--- config.mk ---
export PLATFORM = sky130hd
export DESIGN_NAME = pong_game_ctrl_flat
export DESIGN_NICKNAME = d
export VERILOG_FILES = /design/src/rtl/pong_game_ctrl_if.sv /design/src/rtl/pong_game_ctrl.sv /design/src/flat_wrapper.sv
export SDC_FILE = /design/constraint.sdc
export NUM_CORES = 1
export LEC_CHECK = 0
export CAP_MARGIN = 20
export CORE_UTILIZATION = 30
export CTS_CLUSTER_SIZE = 25
export DETAILED_ROUTE_END_ITERATION = 12
export GPL_ROUTABILITY_DRIVEN = 0
export PLACE_DENSITY = 0.57
export SLEW_MARGIN = 20
export SYNTH_ARGS = -nofsm -noshare
export SYNTH_HDL_FRONTEND = slang
export SYNTH_SLANG_ARGS = --single-unit
--- constraint.sdc ---
create_clock -name clk -period 2.71 [get_ports clk]
set_clock_uncertainty 0.1 [all_clocks]
set_input_delay 0.271 -clock clk [delete_from_list [all_inputs] [get_ports clk]]
set_output_delay 0.271 -clock clk [all_outputs]
set_load 0.02 [all_outputs]
--- src/rtl/pong_game_ctrl_if.sv ---
// -----------------------------------------------------------------------------
// pong_game_ctrl_if
//   Signal bundle between the pong game-flow controller and its surroundings
//   (frame timing, push buttons, ball position block, image block).
//
//   master modport : environment side; drives frame_tick/start/pause/posx and
//                    receives the controller outputs.
//   slave modport  : controller side (pong_game_ctrl).
//
//   frame_tick   one-cycle pulse per frame
//   start        raw push button, asynchronous to clk
//   pause        level, freezes play while high
//   posx[9:0]    current ball x position
//   ball_run     ball motion enable for the position block
//   ball_reset   one-cycle pulse, re-centre the ball
//   serve_dir    0 = serve toward left, 1 = serve toward right
//   score_l/r    player scores
//   game_state   IDLE=0 SERVE=1 PLAY=2 POINT=3 GAMEOVER=4
//   winner_valid high only in GAMEOVER
//   winner       0 = left won, 1 = right won
// -----------------------------------------------------------------------------
interface pong_game_ctrl_if;
    logic       frame_tick;
    logic       start;
    logic       pause;
    logic [9:0] posx;
    logic       ball_run;
    logic       ball_reset;
    logic       serve_dir;
    logic [3:0] score_l;
    logic [3:0] score_r;
    logic [2:0] game_state;
    logic       winner_valid;
    logic       winner;

    modport master (
        output frame_tick, start, pause, posx,
        input  ball_run, ball_reset, serve_dir, score_l, score_r,
               game_state, winner_valid, winner
    );

    modport slave (
        input  frame_tick, start, pause, posx,
        output ball_run, ball_reset, serve_dir, score_l, score_r,
               game_state, winner_valid, winner
    );
endinterface

--- src/rtl/pong_game_ctrl.sv ---
// -----------------------------------------------------------------------------
// pong_game_ctrl
//   Game-flow sequencer for the VGA pong design. Samples the ball position
//   once per frame, decides when the ball moves, when it is re-centred and
//   which side serves, keeps both scores and declares the winner.
//
//   Ports:
//     clk    system clock
//     reset  asynchronous, active-high; clears all state
//     bus    pong_game_ctrl_if.slave (inputs frame_tick/start/pause/posx,
//            outputs ball_run/ball_reset/serve_dir/scores/state/winner)
// -----------------------------------------------------------------------------
module pong_game_ctrl #(
    parameter logic [9:0] GOAL_L       = 10'd8,
    parameter logic [9:0] GOAL_R       = 10'd624,
    parameter logic [3:0] MAX_SCORE    = 4'd9,
    parameter logic [7:0] SERVE_FRAMES = 8'd60,
    parameter logic [7:0] POINT_FRAMES = 8'd30
) (
    input  logic            clk,
    input  logic            reset,
    pong_game_ctrl_if.slave bus
);

    typedef enum logic [2:0] {
        ST_IDLE     = 3'd0,
        ST_SERVE    = 3'd1,
        ST_PLAY     = 3'd2,
        ST_POINT    = 3'd3,
        ST_GAMEOVER = 3'd4
    } state_e;

    state_e     state_q, state_d;
    logic [7:0] frame_cnt_q, frame_cnt_d;
    logic [3:0] score_l_q, score_l_d;
    logic [3:0] score_r_q, score_r_d;
    logic       serve_dir_q, serve_dir_d;
    logic       ball_run_q, ball_run_d;
    logic       ball_reset_q, ball_reset_d;
    logic       start_s1_q, start_s1_d;
    logic       start_s2_q, start_s2_d;
    logic       start_prev_q, start_prev_d;
    logic [1:0] settle_q, settle_d;
    logic       start_evt;

    function automatic logic [3:0] sat_inc(input logic [3:0] v);
        return (v == MAX_SCORE) ? v : v + 4'd1;
    endfunction

    // NOTE: sequential state uses non-blocking assignments only, so every flop
    // samples the pre-edge values regardless of statement order.
    always_ff @(posedge clk or posedge reset) begin
        if (reset) begin
            state_q      <= ST_IDLE;
            frame_cnt_q  <= '0;
            score_l_q    <= '0;
            score_r_q    <= '0;
            serve_dir_q  <= 1'b1;
            ball_run_q   <= 1'b0;
            ball_reset_q <= 1'b0;
            start_s1_q   <= 1'b0;
            start_s2_q   <= 1'b0;
            start_prev_q <= 1'b1;
            settle_q     <= 2'b00;
        end else begin
            state_q      <= state_d;
            frame_cnt_q  <= frame_cnt_d;
            score_l_q    <= score_l_d;
            score_r_q    <= score_r_d;
            serve_dir_q  <= serve_dir_d;
            ball_run_q   <= ball_run_d;
            ball_reset_q <= ball_reset_d;
            start_s1_q   <= start_s1_d;
            start_s2_q   <= start_s2_d;
            start_prev_q <= start_prev_d;
            settle_q     <= settle_d;
        end
    end

    // Start button: 2-flop synchroniser plus rising-edge detector. The
    // synchroniser is cleared by reset, so its output only reflects the real
    // button two edges later. Until then the edge detector's history is held
    // at 1, which keeps a button held through reset release from looking like
    // a fresh press; it must be released and pressed again.
    always_comb begin
        start_s1_d   = bus.start;
        start_s2_d   = start_s1_q;
        settle_d     = {settle_q[0], 1'b1};
        start_prev_d = settle_q[1] ? start_s2_q : 1'b1;
        start_evt    = start_s2_q & ~start_prev_q;
    end

    // NOTE: every signal driven here gets a default before the case, so no
    // path leaves a value unassigned and no latch is inferred.
    always_comb begin
        state_d     = state_q;
        score_l_d   = score_l_q;
        score_r_d   = score_r_q;
        serve_dir_d = serve_dir_q;
        frame_cnt_d = bus.frame_tick ? frame_cnt_q + 8'd1 : frame_cnt_q;

        unique case (state_q)
            ST_IDLE, ST_GAMEOVER: begin
                if (start_evt) begin
                    score_l_d   = '0;
                    score_r_d   = '0;
                    serve_dir_d = 1'b1;
                    state_d     = ST_SERVE;
                end
            end
            ST_SERVE: begin
                if (bus.frame_tick && frame_cnt_q == SERVE_FRAMES - 8'd1)
                    state_d = ST_PLAY;
            end
            ST_PLAY: begin
                // Goals are judged only on unpaused frame ticks; GOAL_L < GOAL_R
                // makes the two branches mutually exclusive.
                if (bus.frame_tick && !bus.pause) begin
                    if (bus.posx <= GOAL_L) begin
                        score_r_d   = sat_inc(score_r_q);
                        serve_dir_d = 1'b0;
                        state_d     = ST_POINT;
                    end else if (bus.posx >= GOAL_R) begin
                        score_l_d   = sat_inc(score_l_q);
                        serve_dir_d = 1'b1;
                        state_d     = ST_POINT;
                    end
                end
            end
            ST_POINT: begin
                if (bus.frame_tick && frame_cnt_q == POINT_FRAMES - 8'd1) begin
                    if (score_l_q == MAX_SCORE || score_r_q == MAX_SCORE)
                        state_d = ST_GAMEOVER;
                    else
                        state_d = ST_SERVE;
                end
            end
            default: state_d = ST_IDLE;
        endcase

        // Any state entry restarts the frame count; a tick on the entry edge
        // is therefore not counted.
        if (state_d != state_q)
            frame_cnt_d = '0;

        ball_run_d   = (state_d == ST_PLAY) && !bus.pause;
        ball_reset_d = (state_d == ST_SERVE) && (state_q != ST_SERVE);
    end

    assign bus.game_state   = state_q;
    assign bus.score_l      = score_l_q;
    assign bus.score_r      = score_r_q;
    assign bus.serve_dir    = serve_dir_q;
    assign bus.ball_run     = ball_run_q;
    assign bus.ball_reset   = ball_reset_q;
    assign bus.winner_valid = (state_q == ST_GAMEOVER);
    assign bus.winner       = (state_q == ST_GAMEOVER) && (score_r_q == MAX_SCORE);

endmodule

--- src/flat_wrapper.sv ---
// flat-port wrapper written by rule: the top's interface ports become plain ports
module pong_game_ctrl_flat 
#(
    parameter logic [9:0] GOAL_L       = 10'd8,
    parameter logic [9:0] GOAL_R       = 10'd624,
    parameter logic [3:0] MAX_SCORE    = 4'd9,
    parameter logic [7:0] SERVE_FRAMES = 8'd60,
    parameter logic [7:0] POINT_FRAMES = 8'd30
)
  (clk, reset, bus_frame_tick, bus_start, bus_pause, bus_posx, bus_ball_run, bus_ball_reset, bus_serve_dir, bus_score_l, bus_score_r, bus_game_state, bus_winner_valid, bus_winner);
  pong_game_ctrl_if bus_i ();
  input  logic clk;
  input  logic reset;
  input wire logic [$bits(bus_i.frame_tick)-1:0] bus_frame_tick;
  input wire logic [$bits(bus_i.start)-1:0] bus_start;
  input wire logic [$bits(bus_i.pause)-1:0] bus_pause;
  input wire logic [$bits(bus_i.posx)-1:0] bus_posx;
  output wire logic [$bits(bus_i.ball_run)-1:0] bus_ball_run;
  output wire logic [$bits(bus_i.ball_reset)-1:0] bus_ball_reset;
  output wire logic [$bits(bus_i.serve_dir)-1:0] bus_serve_dir;
  output wire logic [$bits(bus_i.score_l)-1:0] bus_score_l;
  output wire logic [$bits(bus_i.score_r)-1:0] bus_score_r;
  output wire logic [$bits(bus_i.game_state)-1:0] bus_game_state;
  output wire logic [$bits(bus_i.winner_valid)-1:0] bus_winner_valid;
  output wire logic [$bits(bus_i.winner)-1:0] bus_winner;
  assign bus_i.frame_tick = bus_frame_tick;
  assign bus_i.start = bus_start;
  assign bus_i.pause = bus_pause;
  assign bus_i.posx = bus_posx;
  assign bus_ball_run = bus_i.ball_run;
  assign bus_ball_reset = bus_i.ball_reset;
  assign bus_serve_dir = bus_i.serve_dir;
  assign bus_score_l = bus_i.score_l;
  assign bus_score_r = bus_i.score_r;
  assign bus_game_state = bus_i.game_state;
  assign bus_winner_valid = bus_i.winner_valid;
  assign bus_winner = bus_i.winner;
  pong_game_ctrl #(.GOAL_L(GOAL_L), .GOAL_R(GOAL_R), .MAX_SCORE(MAX_SCORE), .SERVE_FRAMES(SERVE_FRAMES), .POINT_FRAMES(POINT_FRAMES)) u_core (.clk(clk), .reset(reset), .bus(bus_i));
endmodule
==> results by stage, run 1 <==
Run:
- The count of maximum capacitance violations is 0.

Synth:
- During synthesis, Yosys emitted a total of 0 warnings.
- The post-synthesis average cell area is 10.5 sq um.
- The number of distinct standard cells referenced by the synthesized netlist is 57.
- The instance count of the mapped netlist is 146.
- In this run, synthesis inferred 0 flip-flops with an integrated enable.
- The area of the mapped netlist is 1530 sq um.
- The post-synthesis sequential area ratio is 0.444.
- The most frequently used flop master after synthesis is sky130_fd_sc_hd__dfrtp_1.
- The number of nets in the synthesized netlist is 167.
- The share of synthesized registers carrying an async set or reset is 1.00.
- The post-synthesis sequential element count is 27.

Placement:
- Buffers placed on the I/O ports in this run total 30.
- The HPWL after detailed placement is 2610 um.

Clock tree:
- TritonCTS built the clock tree.
- The number of clock buffers added by TritonCTS is 3.
- Buffers added to address setup during post-CTS repair amount to 0.
- The number of hold buffers added after CTS was 0.
- The deepest clock path buffer count is 2.
- Clock-pin slew was measured on the worst setup and hold paths at 100 ps.
- CTS built an H-tree with a depth of 1.
- The sink count of the clock tree is 27.
- The clock network latency to the later pin of the worst-skew pair is 270 ps.
- The cell at the root of the clock tree is sky130_fd_sc_hd__clkbuf_8.
- Post-CTS repair changed the size of 0 cells.

Finish:
- The net count reported at finish is 202.
- The number of antenna diodes in the final layout is 0.
- The post-synthesis to final-layout area growth is 28.2%.
- Of the cells placed in the final design, the portion with a size suffix greater than 1 is 0.133.
- The number of filler cells placed in the layout is 489.

Die:
- The floorplan die area is 5390 sq um.
- The number of placement rows is 25.
- The initial standard-cell utilization of the core is 0.317.
- After floorplanning, the core was sized to cover 4820 sq um.
- The die width is 73.4 um.
- The vertical die dimension is 73.4 um.
- In this run the count of I/O pins placed on the die edge is 31.

Critical path:
- The number of buffer and inverter stages on the critical path is 1.
- In this run the critical register-to-register path is captured at u_core.bus.score_l[3].
- The worst setup path is captured at an output port.
- In this run the register-to-register setup slack is 830 ps.
- The critical path class is flip-flop to output port.
- The number of cells traversed by the worst register-to-register path is 5.
- The data arrival at the endpoint of the critical path is 2090 ps.
- The element type at the critical path start is a flip-flop.
- In this run the worst path has a maximum fanout of 10.
- Traced cell by cell, the critical path runs through nor3b_1, and2_1, clkdlybuf4s50_1.
- The required time reported for the critical path endpoint is 2340 ps.
- In this design, the largest share of critical-path delay is due to simple AND/OR/NAND/NOR gates.
- The cell with the biggest individual delay on the critical path is sky130_fd_sc_hd__clkdlybuf4s50_1.
- The reg-to-reg startpoint is u_core.bus.score_l[0].
- The peak per-stage delay on the critical path is 600 ps.

Timing:
- The clock period could shrink to 2460 ps.
- The highest clock rate is 407 MHz.
- Setup violations remaining at the end of the flow were counted as 0.
- Hold is met by 240 ps.
- The number of max-slew violations in the final report was 0.
- In the final timing run, aggregate negative setup slack is 0 ps.
- Of the available clock period, the critical path in the final layout requires 0.907.
- Setup repair after global routing left no endpoint under its margin.
- The number of hold violations in the final report is 0.

Run status:
- The run finished with clean final reports.

Global routing:
- The largest net degree at the start of global routing is 28.
- The global-route wire length before repair is 5950 um.
- The aggregate global routing overflow is 0.
- The initial antenna violation count is 0.
- In the global route stage, overall resource usage came out at 0.143.
- The via count of the first global-routing pass is 1313.

Drt:
- The routed layout has 1261 vias.
- Dividing the detail-routed via count by the number of cells gives 5.11.
- The number of remaining DRC errors is 0.
- The count of nets left with antenna violations once routing finished came out at 0.
- The total iterations of the first detailed-routing run is 4.
- The post-detailed-routing wire length is 3460 um.
- The violation count after the first detailed-routing iteration is 54.
- The mean routed wirelength per cell is 14.0 um.

Worst hold path:
- The type of the worst min-delay path is input port to async pin.

Power:
- The worst-case vdd ir drop is 0.269 mV.
- The total power divided by cell area is 611 nW/um^2.
- Summed over all cells, the static leakage comes to 0.000810 uW.
-- layer usage --
metal / vias up / part of all wire / GRT usage
met1: 608 / 0.47 / 0.187
met4: 0 / 0.011 / 0.0598
met2: 35 / 0.48 / 0.235
met5: - / 0 / 0
li1: 612 / - / -
met3: 6 / 0.047 / 0.0219
-- worst min-delay path, stage by stage --
cell                              delay [ps]
sky130_fd_sc_hd__clkdlybuf4s50_1         390
sky130_fd_sc_hd__inv_1                    50
sky130_fd_sc_hd__buf_4                   310
-- flip-flops by register name, indices dropped and copies added (netlist names) --
signal and cells:
u_core.start_prev_q 1, u_core.bus.serve_dir 1, u_core.bus.game_state 3, u_core.bus.score_l 4, u_core.bus.ball_reset 1, u_core.start_s2_q 1
u_core.bus.ball_run 1, u_core.start_s1_q 1, u_core.frame_cnt_q 8, u_core.settle_q 2, u_core.bus.score_r 4
-- metrics by stage --
| step | utilization | instances | area, sq um | setup slack (ps) | power, uW |
|---|---|---|---|---|---|
| 5_1_grt | 0.407 | 247 | 1960 | 18.5 | 1280 |
| 6_report | 0.407 | 247 | 1960 | 252 | 1200 |
| 3_3_place_gp | 0.397 | 243 | 1910 | 590 | 963 |
| 2_1_floorplan | - | 146 | 1530 | 641 | 834 |
| 4_1_cts | 0.407 | 247 | 1960 | 223 | 1210 |
| 3_5_place_dp | 0.397 | 243 | 1910 | 552 | 975 |
-- area by class of cell --
cell class                 count  area [sq um]  area share
multi-input combinational    109           803       0.410
timing repair buffer          33           323       0.165
clock buffer                   3          41.3      0.0211
tap                           67          83.8      0.0428
sequential                    27           678       0.346
clock inverter                 1          5.00     0.00255
inverter                       7          26.3      0.0134
-- cell usage after synthesis (all sizes together) (3+ instances only) --
library cell	instances	area share
nand4	5	0.025
inv	7	0.017
and3b	4	0.024
xnor2	3	0.017
xor2	4	0.023
ha	6	0.049
o31ai	3	0.015
nor2	7	0.017
dfrtp	25	0.41
nand3	5	0.016
nor3	10	0.033
nand2	12	0.034
a21oi	7	0.025
-- where the power goes --
group | switching (uW) | leakage (uW) | internal, uW
clock | 126 | 0.0000255 | 103
sequential | 106 | 0.000344 | 485
combinational | 189 | 0.000441 | 189
total | 421 | 0.000810 | 777
-- worst max path at each step --
stage / startpoint / to / slack [ps] / cells past startpoint
2_1_floorplan: u_core.bus.game_state[2] / u_core.frame_cnt_q[0] / 640 / 5
3_3_place_gp: u_core.bus.game_state[2] / bus_winner / 590 / 3
3_5_place_dp: u_core.bus.game_state[2] / bus_winner / 550 / 3
4_1_cts: u_core.bus.game_state[2] / bus_winner / 220 / 3
5_1_grt: u_core.bus.game_state[2] / bus_winner / 20 / 3
6_report: u_core.bus.game_state[2] / bus_winner / 250 / 3
-- kinds of logic (layout without fill, tap and decap cells) --
family                   Yosys count  in the layout  share of synthesized area
buffers and inverters             10             44                     0.0311
AO/OA/AOI/OAI                     30             30                      0.157
multiplexers                       2              2                     0.0131
other                              1              1                    0.00245
adder cells (fa/ha/maj)            6              6                     0.0491
XOR/XNOR                           7              7                     0.0401
AND/OR/NAND/NOR                   63             63                      0.264
flip-flops                        27             27                      0.444
-- layout by cell type (no fill, tap or decap), types with 2 or more instances in the layout --
| master | synthesis | final |
|---|---|---|
| sky130_fd_sc_hd__dfrtp_1 | 25 | 25 |
| sky130_fd_sc_hd__xnor2_1 | 3 | 3 |
| sky130_fd_sc_hd__mux2i_1 | 2 | 2 |
| sky130_fd_sc_hd__and3b_1 | 3 | 3 |
| sky130_fd_sc_hd__a21oi_1 | 6 | 6 |
| sky130_fd_sc_hd__and4b_1 | 2 | 2 |
| sky130_fd_sc_hd__o211ai_1 | 2 | 2 |
| sky130_fd_sc_hd__xor2_1 | 4 | 4 |
| sky130_fd_sc_hd__ha_1 | 6 | 6 |
| sky130_fd_sc_hd__o31ai_1 | 3 | 3 |
| sky130_fd_sc_hd__buf_4 | 0 | 3 |
| sky130_fd_sc_hd__or4_1 | 2 | 2 |
| sky130_fd_sc_hd__dfstp_2 | 2 | 2 |
| sky130_fd_sc_hd__and3_1 | 2 | 2 |
| sky130_fd_sc_hd__nor2_1 | 7 | 7 |
| sky130_fd_sc_hd__nand3_1 | 5 | 5 |
| sky130_fd_sc_hd__inv_1 | 7 | 7 |
| sky130_fd_sc_hd__nand2_1 | 11 | 11 |
| sky130_fd_sc_hd__nand2b_1 | 2 | 2 |
| sky130_fd_sc_hd__clkdlybuf4s50_1 | 0 | 30 |
| sky130_fd_sc_hd__nand4_1 | 4 | 4 |
| sky130_fd_sc_hd__a211oi_1 | 2 | 2 |
| sky130_fd_sc_hd__clkbuf_8 | 0 | 3 |
| sky130_fd_sc_hd__nor3_1 | 10 | 10 |
No activity file was read; power rests on OpenSTA's default activity.
==> inputs of run 2 (changes only) <==
- ABC_AREA: not set -> 0
==> results of run 2 <==
Final layout, timing and power as in run 1 (identical DEF).
